$ cat config.mk
export PLATFORM = sky130hd
export DESIGN_NAME = memory_access_controller_flat
export DESIGN_NICKNAME = d
export VERILOG_FILES = /design/src/rtl/memory_access_controller_pkg.sv /design/src/rtl/memory_access_controller_if.sv /design/src/rtl/memory_access_controller_timer.sv /design/src/rtl/memory_access_controller.sv /design/src/flat_wrapper.sv
export SDC_FILE = /design/constraint.sdc
export NUM_CORES = 1
export LEC_CHECK = 0
export CAP_MARGIN = 20
export CORE_UTILIZATION = 35
export DETAILED_ROUTE_END_ITERATION = 8
export HOLD_SLACK_MARGIN = 0.1
export SLEW_MARGIN = 30
export SYNTH_ARGS = -nofsm -noshare
export SYNTH_HDL_FRONTEND = slang
export SYNTH_HIERARCHICAL = 1
export SYNTH_SLANG_ARGS = --single-unit
$ cat constraint.sdc
create_clock -name clk -period 3.5 [get_ports clk]
set_clock_uncertainty 0.15 [all_clocks]
set_input_delay 0.35 -clock clk [delete_from_list [all_inputs] [get_ports clk]]
set_output_delay 0.35 -clock clk [all_outputs]
set_load 0.02 [all_outputs]
$ cat src/rtl/memory_access_controller_pkg.sv
// -----------------------------------------------------------------------------
// mem_ctrl_pkg
//
// Shared definitions for the memory access controller slice:
//   - sequencer state encoding (3 bits, IDLE=0 .. FAULT=4)
//   - operation encoding held in the op register (read = 1, write = 0)
//   - MDR 2:1 source select encoding (memory read data = 1, bus = 0)
//   - a small helper that decodes "busy" from the state
// -----------------------------------------------------------------------------
package mem_ctrl_pkg;

    // State encoding. The numeric values are fixed so that the state is
    // readable on a probe.
    localparam logic [2:0] ST_IDLE   = 3'd0;
    localparam logic [2:0] ST_SETUP  = 3'd1;
    localparam logic [2:0] ST_ACCESS = 3'd2;
    localparam logic [2:0] ST_FINISH = 3'd3;
    localparam logic [2:0] ST_FAULT  = 3'd4;

    typedef enum logic [2:0] {
        IDLE   = ST_IDLE,
        SETUP  = ST_SETUP,
        ACCESS = ST_ACCESS,
        FINISH = ST_FINISH,
        FAULT  = ST_FAULT
    } state_t;

    // Operation held for the duration of one access.
    localparam logic OP_RD = 1'b1;
    localparam logic OP_WR = 1'b0;

    // MDR source select: memory read data (D1) or CPU bus (D2).
    localparam logic MDR_SEL_MEM = 1'b1;
    localparam logic MDR_SEL_BUS = 1'b0;

    // Every state except IDLE counts as busy.
    function automatic logic state_is_busy(input state_t s);
        return (s != IDLE);
    endfunction

endpackage : mem_ctrl_pkg

$ cat src/rtl/memory_access_controller_if.sv
// -----------------------------------------------------------------------------
// memory_access_controller_if
//
// Bundles the control-unit request lines, the memory ready handshake and the
// datapath strobes produced by the memory access controller.
//
// Signals:
//   req_rd, req_wr : read / write request from the control unit (level)
//   mem_ready      : memory has completed the current access
//   mar_en         : load MAR from the bus
//   mdr_en         : MDR load enable
//   mdr_sel        : MDR source select (1 = memory data, 0 = bus)
//   mem_rd, mem_wr : memory read / write strobes
//   busy           : controller is not in IDLE
//   done           : one-cycle completion pulse
//   err            : one-cycle timeout pulse (coincident with done)
//
// Modports:
//   master : the controller side (drives strobes and status)
//   slave  : the control unit / datapath / memory side
// -----------------------------------------------------------------------------
interface memory_access_controller_if;

    logic req_rd;
    logic req_wr;
    logic mem_ready;
    logic mar_en;
    logic mdr_en;
    logic mdr_sel;
    logic mem_rd;
    logic mem_wr;
    logic busy;
    logic done;
    logic err;

    modport master (
        input  req_rd,
        input  req_wr,
        input  mem_ready,
        output mar_en,
        output mdr_en,
        output mdr_sel,
        output mem_rd,
        output mem_wr,
        output busy,
        output done,
        output err
    );

    modport slave (
        output req_rd,
        output req_wr,
        output mem_ready,
        input  mar_en,
        input  mdr_en,
        input  mdr_sel,
        input  mem_rd,
        input  mem_wr,
        input  busy,
        input  done,
        input  err
    );

endinterface : memory_access_controller_if

$ cat src/rtl/memory_access_controller_timer.sv
// -----------------------------------------------------------------------------
// mem_wait_timer
//
// Wait-state counter for the ACCESS phase of the memory access controller.
// The counter is cleared by start, advances on tick and saturates at its
// maximum value instead of wrapping. expired flags the last permitted wait
// cycle (count == TIMEOUT-1); with TIMEOUT = 0 it never asserts.
//
// Parameters:
//   TIMEOUT : maximum number of ACCESS cycles without mem_ready (0 = off)
//   CNT_W   : counter width, TIMEOUT must be < 2**CNT_W
//
// Ports:
//   clk     : clock, rising edge
//   clr     : synchronous active-low reset (counter to 0)
//   start   : clear the counter for a new access
//   tick    : count one wait cycle
//   expired : current cycle is the last one allowed before a timeout
// -----------------------------------------------------------------------------
module mem_wait_timer #(
    parameter int TIMEOUT = 15,
    parameter int CNT_W   = 4
) (
    input  logic clk,
    input  logic clr,
    input  logic start,
    input  logic tick,
    output logic expired
);

    localparam logic [CNT_W-1:0] CNT_MAX  = '1;
    // Only meaningful when TIMEOUT != 0; the guard avoids a negative cast.
    localparam logic [CNT_W-1:0] CNT_LAST = (TIMEOUT == 0) ? '0 : CNT_W'(TIMEOUT - 1);

    logic [CNT_W-1:0] cnt_reg;
    logic [CNT_W-1:0] cnt_next;

    always_comb begin
        cnt_next = cnt_reg;
        if (start) begin
            cnt_next = '0;
        end else if (tick && (cnt_reg != CNT_MAX)) begin
            cnt_next = cnt_reg + CNT_W'(1);
        end
    end

    always_ff @(posedge clk) begin
        if (!clr) begin
            cnt_reg <= '0;
        end else begin
            cnt_reg <= cnt_next;
        end
    end

    generate
        if (TIMEOUT == 0) begin : g_no_timeout
            assign expired = 1'b0;
        end else begin : g_timeout
            assign expired = (cnt_reg == CNT_LAST);
        end
    endgenerate

endmodule : mem_wait_timer

$ cat src/rtl/memory_access_controller.sv
// -----------------------------------------------------------------------------
// memory_access_controller
//
// Sequencer for the CPU memory port. A read or write request taken in IDLE
// runs SETUP (MAR load, plus MDR load from the bus for a write), then ACCESS
// (memory strobe held until mem_ready or the wait-state timeout), then a
// one-cycle FINISH (done) or FAULT (done + err) before returning to IDLE.
// This block is the only driver of mar_en, mdr_en, mdr_sel, mem_rd, mem_wr.
//
// Parameters:
//   TIMEOUT : maximum ACCESS cycles without mem_ready, 0 disables the timeout
//   CNT_W   : wait counter width, TIMEOUT < 2**CNT_W
//
// Ports:
//   clk : clock, rising edge
//   clr : synchronous active-low reset
//   bus : memory_access_controller_if.master (requests, ready, strobes,
//         busy/done/err status)
// -----------------------------------------------------------------------------
module memory_access_controller
    import mem_ctrl_pkg::*;
#(
    parameter int TIMEOUT = 15,
    parameter int CNT_W   = 4
) (
    input  logic                              clk,
    input  logic                              clr,
    memory_access_controller_if.master        bus
);

    state_t state_reg;
    state_t state_next;
    logic   op_reg;
    logic   op_next;

    logic   mar_en;
    logic   mdr_en;
    logic   mdr_sel;
    logic   mem_rd;
    logic   mem_wr;
    logic   done;
    logic   err;

    logic   timer_start;
    logic   timer_tick;
    logic   timer_expired;

    mem_wait_timer #(
        .TIMEOUT (TIMEOUT),
        .CNT_W   (CNT_W)
    ) u_wait_timer (
        .clk     (clk),
        .clr     (clr),
        .start   (timer_start),
        .tick    (timer_tick),
        .expired (timer_expired)
    );

    // State and operation registers. Reset wins from any state, so an
    // access in flight is abandoned and the strobes drop at the next edge.
    always_ff @(posedge clk) begin
        if (!clr) begin
            state_reg <= IDLE;
            op_reg    <= OP_WR;
        end else begin
            state_reg <= state_next;
            op_reg    <= op_next;
        end
    end

    // Next-state and output decode.
    always_comb begin
        state_next  = state_reg;
        op_next     = op_reg;
        mar_en      = 1'b0;
        mdr_en      = 1'b0;
        mdr_sel     = MDR_SEL_BUS;
        mem_rd      = 1'b0;
        mem_wr      = 1'b0;
        done        = 1'b0;
        err         = 1'b0;
        timer_start = 1'b0;
        timer_tick  = 1'b0;

        unique case (state_reg)
            IDLE: begin
                // Read has priority when both requests are present.
                if (bus.req_rd) begin
                    op_next    = OP_RD;
                    state_next = SETUP;
                end else if (bus.req_wr) begin
                    op_next    = OP_WR;
                    state_next = SETUP;
                end
            end

            SETUP: begin
                mar_en      = 1'b1;
                timer_start = 1'b1;
                if (op_reg == OP_WR) begin
                    // Write data is captured from the bus ahead of the strobe.
                    mdr_en  = 1'b1;
                    mdr_sel = MDR_SEL_BUS;
                end
                state_next = ACCESS;
            end

            ACCESS: begin
                mem_rd = (op_reg == OP_RD);
                mem_wr = (op_reg == OP_WR);
                if (bus.mem_ready) begin
                    // Read data is valid only while mem_ready is high, so the
                    // MDR load is Mealy on mem_ready in the same cycle.
                    if (op_reg == OP_RD) begin
                        mdr_en  = 1'b1;
                        mdr_sel = MDR_SEL_MEM;
                    end
                    state_next = FINISH;
                end else if (timer_expired) begin
                    state_next = FAULT;
                end else begin
                    timer_tick = 1'b1;
                end
            end

            FINISH: begin
                done       = 1'b1;
                state_next = IDLE;
            end

            FAULT: begin
                done       = 1'b1;
                err        = 1'b1;
                state_next = IDLE;
            end

            default: begin
                state_next = IDLE;
            end
        endcase
    end

    assign bus.mar_en  = mar_en;
    assign bus.mdr_en  = mdr_en;
    assign bus.mdr_sel = mdr_sel;
    assign bus.mem_rd  = mem_rd;
    assign bus.mem_wr  = mem_wr;
    assign bus.busy    = state_is_busy(state_reg);
    assign bus.done    = done;
    assign bus.err     = err;

endmodule : memory_access_controller

$ cat src/flat_wrapper.sv
// flat-port wrapper written by rule: the top's interface ports become plain ports
module memory_access_controller_flat import mem_ctrl_pkg::*;
#(
    parameter int TIMEOUT = 15,
    parameter int CNT_W   = 4
)
  (clk, clr, bus_req_rd, bus_req_wr, bus_mem_ready, bus_mar_en, bus_mdr_en, bus_mdr_sel, bus_mem_rd, bus_mem_wr, bus_busy, bus_done, bus_err);
  memory_access_controller_if bus_i ();
  input  logic clk;
  input  logic clr;
  input wire logic [$bits(bus_i.req_rd)-1:0] bus_req_rd;
  input wire logic [$bits(bus_i.req_wr)-1:0] bus_req_wr;
  input wire logic [$bits(bus_i.mem_ready)-1:0] bus_mem_ready;
  output wire logic [$bits(bus_i.mar_en)-1:0] bus_mar_en;
  output wire logic [$bits(bus_i.mdr_en)-1:0] bus_mdr_en;
  output wire logic [$bits(bus_i.mdr_sel)-1:0] bus_mdr_sel;
  output wire logic [$bits(bus_i.mem_rd)-1:0] bus_mem_rd;
  output wire logic [$bits(bus_i.mem_wr)-1:0] bus_mem_wr;
  output wire logic [$bits(bus_i.busy)-1:0] bus_busy;
  output wire logic [$bits(bus_i.done)-1:0] bus_done;
  output wire logic [$bits(bus_i.err)-1:0] bus_err;
  assign bus_i.req_rd = bus_req_rd;
  assign bus_i.req_wr = bus_req_wr;
  assign bus_i.mem_ready = bus_mem_ready;
  assign bus_mar_en = bus_i.mar_en;
  assign bus_mdr_en = bus_i.mdr_en;
  assign bus_mdr_sel = bus_i.mdr_sel;
  assign bus_mem_rd = bus_i.mem_rd;
  assign bus_mem_wr = bus_i.mem_wr;
  assign bus_busy = bus_i.busy;
  assign bus_done = bus_i.done;
  assign bus_err = bus_i.err;
  memory_access_controller #(.TIMEOUT(TIMEOUT), .CNT_W(CNT_W)) u_core (.clk(clk), .clr(clr), .bus(bus_i));
endmodule
==> impl_metrics.json, run 1 <==
{
  "die_y_microns": 39.2,
  "cts_tree": "done",
  "grt_pass1_vias": 340,
  "required_ns": 3.00,
  "drt_wl_total_microns": 946,
  "fillers": 136,
  "cp.arrival_ns": 1.81,
  "drc": 0,
  "synth.avg_cell_area_sq_um": 8.67,
  "crit_fanout": 10,
  "dp_slack_ns": 1.33,
  "synth_area_sq_um": 485,
  "root_buffer": "clkbuf_4",
  "cts_setup_buffers": 0,
  "grt_pass1_wl_mm": 1.41,
  "drt-initial-drc-count": 3,
  "post_drt_wl_per_cell_microns": 11.1,
  "grt_use_total_pct": 14.3,
  "fin_area_sq_um": 636,
  "clkPwrFrac_pct": 30.9,
  "clock_latency_ns": 0.26,
  "synth_cell_types": 29,
  "clock_sinks": 8,
  "synthCells": 56,
  "core-area_sq_um": 1300,
  "max_freq_mhz": 434,
  "dp.cells": 82,
  "status": "finished clean",
  "fin_setup_tns_ns": 0,
  "slew_violations": 0,
  "cts_hold_buf": 0,
  "clk_pin_slew_ns": 0.06,
  "powerDensity_nw_per_um2": 367,
  "combPwrFrac_pct": 24.2,
  "die-area_sq_um": 1540,
  "relSlewSlack_pct": 74.6,
  "place.gp.congestion": 0.704,
  "num_antenna_cells": 0,
  "power_switching_mw": 0.0684,
  "largest_reg_flops": 4,
  "grt_setup_unrepaired": "no",
  "cp-end-kind": "output pin",
  "finalSetupViolations": 0,
  "ant_nets": 0,
  "ir_drop_uv": 191,
  "seq_power_share_pct": 44.9,
  "cts_resized": 0,
  "power.internal_mw": 0.165,
  "first_pass_iters": 2,
  "via_count": 434,
  "min_path_type": "reg -> reg",
  "fin_crit_sh_pct": 65.9,
  "cap_viol_max_count": 0,
  "antenna_found_initial": 0,
  "h-tree-depth": 1,
  "crit_type": "reg -> out",
  "postSynthNetCount": 63,
  "worst_pin_slew_ns": 0.380,
  "timing.final.crit_period_ns": 2.31,
  "nNetsFinal": 79,
  "ioPinCount": 13,
  "ys_warn_count": 6,
  "p_sw_share_pct": 29.4,
  "setup_slack_ns": 1.19,
  "final_cells": 85,
  "grt_overflow": 0,
  "critPathLaunchType": "flip-flop",
  "grt_max_degree": 11,
  "syn_to_final_growth_pct": 30.9,
  "viasPerCell": 5.11,
  "start_util_pct": 37.3,
  "numCtsBuffers": 3,
  "drive_above_1_share_pct": 14.3,
  "place_hpwl_microns": 731,
  "place_area_sq_um": 613,
  "ys_seq_elements": 8,
  "p_leak_nw": 0.245,
  "die_x_microns": 39.2,
  "std_cell_rows": 13,
  "yosysSeqAreaShare_pct": 33.0,
  "cts_buffer_depth": 2,
  "portBuffers": 12,
  "finalHoldViolCount": 0
}
## metrics by stage
step | util (%) | total power, mW | hold slack (ns)
floorplan | - | 0.142 | 0.334
global placement | 47.1 | 0.163 | 0.376
detailed placement | 47.1 | 0.164 | 0.380
CTS | 48.8 | 0.238 | 0.388
global route | 48.8 | 0.247 | 0.431
finish | 48.8 | 0.233 | 0.385
## metal layers
metal | vias up | track usage (%) | part of all wire (%)
li1 | 229 | - | -
met1 | 198 | 19.2 | 52
met2 | 7 | 17.9 | 43
met3 | 0 | 10.4 | 5.0
met4 | 0 | 2.59 | 0
met5 | - | 0 | 0
## worst paths after layout
check,start,end,slack (ns),depth (start not counted)
worst max-delay path,u_core/state_reg[1]$_SDFFE_PN0P_,bus_mdr_en,1.19,4
worst min-delay path,u_core/u_wait_timer/cnt_reg[3]$_SDFFE_PP0P_,u_core/u_wait_timer/cnt_reg[3]$_SDFFE_PP0P_,0.39,2
worst max register to register,u_core/state_reg[1]$_SDFFE_PN0P_,u_core/u_wait_timer/cnt_reg[3]$_SDFFE_PP0P_,1.64,6
worst min register to register,u_core/u_wait_timer/cnt_reg[3]$_SDFFE_PP0P_,u_core/u_wait_timer/cnt_reg[3]$_SDFFE_PP0P_,0.39,2
## logic make-up after synthesis
group | count (synthesis) | synth area share, %
simple gates | 30 | 40.5
buf+inv | 4 | 4.64
compound gates | 12 | 16.8
flops | 8 | 33.0
fa+ha+maj | 2 | 5.15
## worst max-delay path, stage by stage, from the launching register on
cell and delay, ns:
dfxtp_1 0.51, nor2b_1 0.23, a31oi_1 0.10, nor2_1 0.09, clkdlybuf4s50_1 0.61
## synthesized netlist by cell type
| master | number | area (sq um) |
|---|---|---|
| a211oi_1 | 1 | 7.51 |
| a21o_1 | 1 | 7.51 |
| a21oi_1 | 5 | 25.0 |
| a31o_1 | 1 | 8.76 |
| a31oi_1 | 1 | 6.26 |
| a41o_1 | 1 | 10.0 |
| and2_1 | 1 | 6.26 |
| and2b_1 | 1 | 7.51 |
| and3_1 | 2 | 12.5 |
| and3_4 | 1 | 11.3 |
| and4_1 | 1 | 8.76 |
| buf_6 | 1 | 11.3 |
| dfxtp_1 | 8 | 160 |
| ha_1 | 2 | 25.0 |
| inv_1 | 3 | 11.3 |
| nand2_1 | 4 | 15.0 |
| nand2b_1 | 2 | 12.5 |
| nand3_1 | 1 | 5.00 |
| nand3_2 | 1 | 10.0 |
| nand4_1 | 1 | 6.26 |
| nor2_1 | 5 | 18.8 |
| nor2_2 | 1 | 6.26 |
| nor2b_1 | 3 | 18.8 |
| nor3_1 | 1 | 5.00 |
| nor3_2 | 2 | 20.0 |
| nor3b_1 | 1 | 7.51 |
| nor3b_2 | 2 | 25.0 |
| o21bai_1 | 1 | 7.51 |
| o311ai_0 | 1 | 8.76 |
## cells in the final DEF, fill, tap and decap left out
cell type,Yosys,routed
nor2_1,5,5
o311ai_0,1,1
dfxtp_1,8,8
a31o_1,1,1
and4_1,1,1
nand2_1,4,4
nor3b_2,2,2
clkbuf_4,0,3
nor2b_1,3,3
nor3_1,1,1
a21o_1,1,1
nor3b_1,1,1
a41o_1,1,1
nand4_1,1,1
clkdlybuf4s50_1,0,12
nand2b_1,2,2
nor3_2,2,2
nand3_1,1,1
a31oi_1,1,1
and3_1,2,2
o21bai_1,1,1
nand3_2,1,1
a211oi_1,1,1
and3_4,1,1
a21oi_1,5,5
and2_1,1,1
ha_1,2,2
nor2_2,1,1
and2b_1,1,1
inv_1,3,3
## cell type report
class,count,area (sq um),share of cell area [%]
clock buffers,3,22.5,3.54
repair buffers,12,120,18.9
well taps,15,18.8,2.95
inverters,3,11.3,1.77
flip-flops and latches,8,160,25.2
multi-input cells,44,303,47.6
## power by group through the flow
stage / Sequential [mW] / Clock (mW) / Combinational [mW]
2_1_floorplan: 0.103 / 0 / 0.0389
3_3_place_gp: 0.107 / 0 / 0.0565
3_5_place_dp: 0.107 / 0 / 0.0568
4_1_cts: 0.105 / 0.0765 / 0.0570
5_1_grt: 0.106 / 0.0802 / 0.0611
6_report: 0.105 / 0.0720 / 0.0565
No activity file was read; power rests on OpenSTA's default activity.
==> run 2, diff against run 1 <==
Clock period 3.5 ns to 2.2 ns, I/O delays scaled along.
==> impl_metrics.json, run 2 (synthesized netlist as in run 1, its figures left out) <==
{
  "start_util_pct": 37.3,
  "die_x_microns": 39.2,
  "std_cell_rows": 13,
  "required_ns": 1.83,
  "grt_pass1_wl_mm": 1.46,
  "grt_overflow": 0,
  "die_y_microns": 39.2,
  "drc": 0,
  "die-area_sq_um": 1540,
  "crit_fanout": 7,
  "relSlewSlack_pct": 78.6,
  "rrSetupSlack_ns": 0.60,
  "place.gp.congestion": 0.666,
  "final_common_cell": "clkdlybuf4s50_1",
  "drive_above_1_share_pct": 18.3,
  "fin_setup_tns_ns": 0,
  "drt-initial-drc-count": 4,
  "cp.arrival_ns": 1.74,
  "clk_pin_slew_ns": 0.05,
  "place_hpwl_microns": 738,
  "finalHoldViolCount": 0,
  "core-area_sq_um": 1300,
  "antenna_found_initial": 0,
  "clock_latency_ns": 0.25,
  "slew_violations": 0,
  "fin_crit_sh_pct": 95.9,
  "largest_reg_flops": 4,
  "grt_pass1_vias": 356,
  "rr_worst_depth": 7,
  "ant_nets": 0,
  "root_buffer": "clkbuf_4",
  "grt_use_total_pct": 14.4,
  "syn_to_final_growth_pct": 33.0,
  "ir_drop_uv": 369,
  "crit_type": "reg -> out",
  "hold_depth": 2,
  "drt_wl_total_microns": 956,
  "fin_hold_ws_ns": 0.395,
  "layout_common_cells": "12 x clkdlybuf4s50_1, 6 x dfxtp_1, 5 x nor2_1, 5 x a21oi_1, 4 x nand2_1",
  "cts_tree": "done",
  "numCtsBuffers": 3,
  "grt_max_degree": 11,
  "cap_viol_max_count": 0,
  "p_leak_nw": 0.251,
  "portBuffers": 12,
  "viasPerCell": 5.15,
  "via_count": 443,
  "cp-end-kind": "output pin",
  "post_drt_wl_per_cell_microns": 11.1,
  "grt_setup_unrepaired": "no",
  "final_cells": 86,
  "p_total_mw": 0.367,
  "min_path_type": "reg -> reg",
  "nNetsFinal": 80,
  "max_freq_mhz": 474,
  "place_area_sq_um": 621,
  "timing.final.crit_period_ns": 2.11,
  "dp.cells": 83,
  "clock_sinks": 8,
  "first_pass_iters": 3,
  "finalSetupViolations": 0,
  "status": "finished clean",
  "worst_pin_slew_ns": 0.317,
  "powerDensity_nw_per_um2": 569,
  "h-tree-depth": 1,
  "critPathLaunchType": "flip-flop",
  "fin_area_sq_um": 646,
  "cts_buffer_depth": 2,
  "ioPinCount": 13,
  "num_antenna_cells": 0
}
## run 2: stage by stage
step	worst slack, ns	utilization, %
2_1_floorplan	0.565	-
3_3_place_gp	0.326	47.7
3_5_place_dp	0.283	47.7
4_1_cts	0.0444	49.4
5_1_grt	0.00495	49.6
6_report	0.0908	49.6
## run 2: cell type report
cell class / count / area (sq um)
Tap cell: 15 / 18.8
Timing Repair Buffer: 13 / 128
Multi-Input combinational cell: 44 / 303
Sequential cell: 8 / 163
Clock buffer: 3 / 22.5
Fill cell: 126 / 656
Inverter: 3 / 11.3
## run 2: timing repair
action	CTS	global route
resized for setup	0	2
setup endpoints to repair	0	2
hold buffers	0	0
buffers inserted	0	0
## run 2: path summary, 6_finish.rpt
check / startpoint / endpoint
min reg2reg: u_core/u_wait_timer/cnt_reg[3]$_SDFFE_PP0P_ / u_core/u_wait_timer/cnt_reg[3]$_SDFFE_PP0P_
max: u_core/state_reg[2]$_SDFFE_PN0P_ / bus_mdr_sel
min: u_core/u_wait_timer/cnt_reg[3]$_SDFFE_PP0P_ / u_core/u_wait_timer/cnt_reg[3]$_SDFFE_PP0P_
max reg2reg: u_core/u_wait_timer/cnt_reg[0]$_SDFFE_PP0P_ / u_core/u_wait_timer/cnt_reg[3]$_SDFFE_PP0P_
## run 2: where the power goes
group | switching (mW) | internal, mW
Combinational | 0.0437 | 0.0476
Sequential | 0.0138 | 0.154
Clock | 0.0461 | 0.0622
## run 2: metal layers
layer / share of wire, % / wire length (microns) / global-route usage (%) / up-vias
li1: - / - / - / 232
met1: 53 / 508 / 19.4 / 203
met2: 43 / 409 / 19.6 / 6
met3: 3.2 / 31 / 6.94 / 2
met4: 0.63 / 6 / 5.17 / 0
met5: 0 / 0 / 0 / -
## run 2: worst max-delay path: stages, from the launching register on
cell	delay (ns)
dfxtp_1	0.39
nor2_2	0.19
and3_4	0.20
and2_1	0.11
clkdlybuf4s50_1	0.60
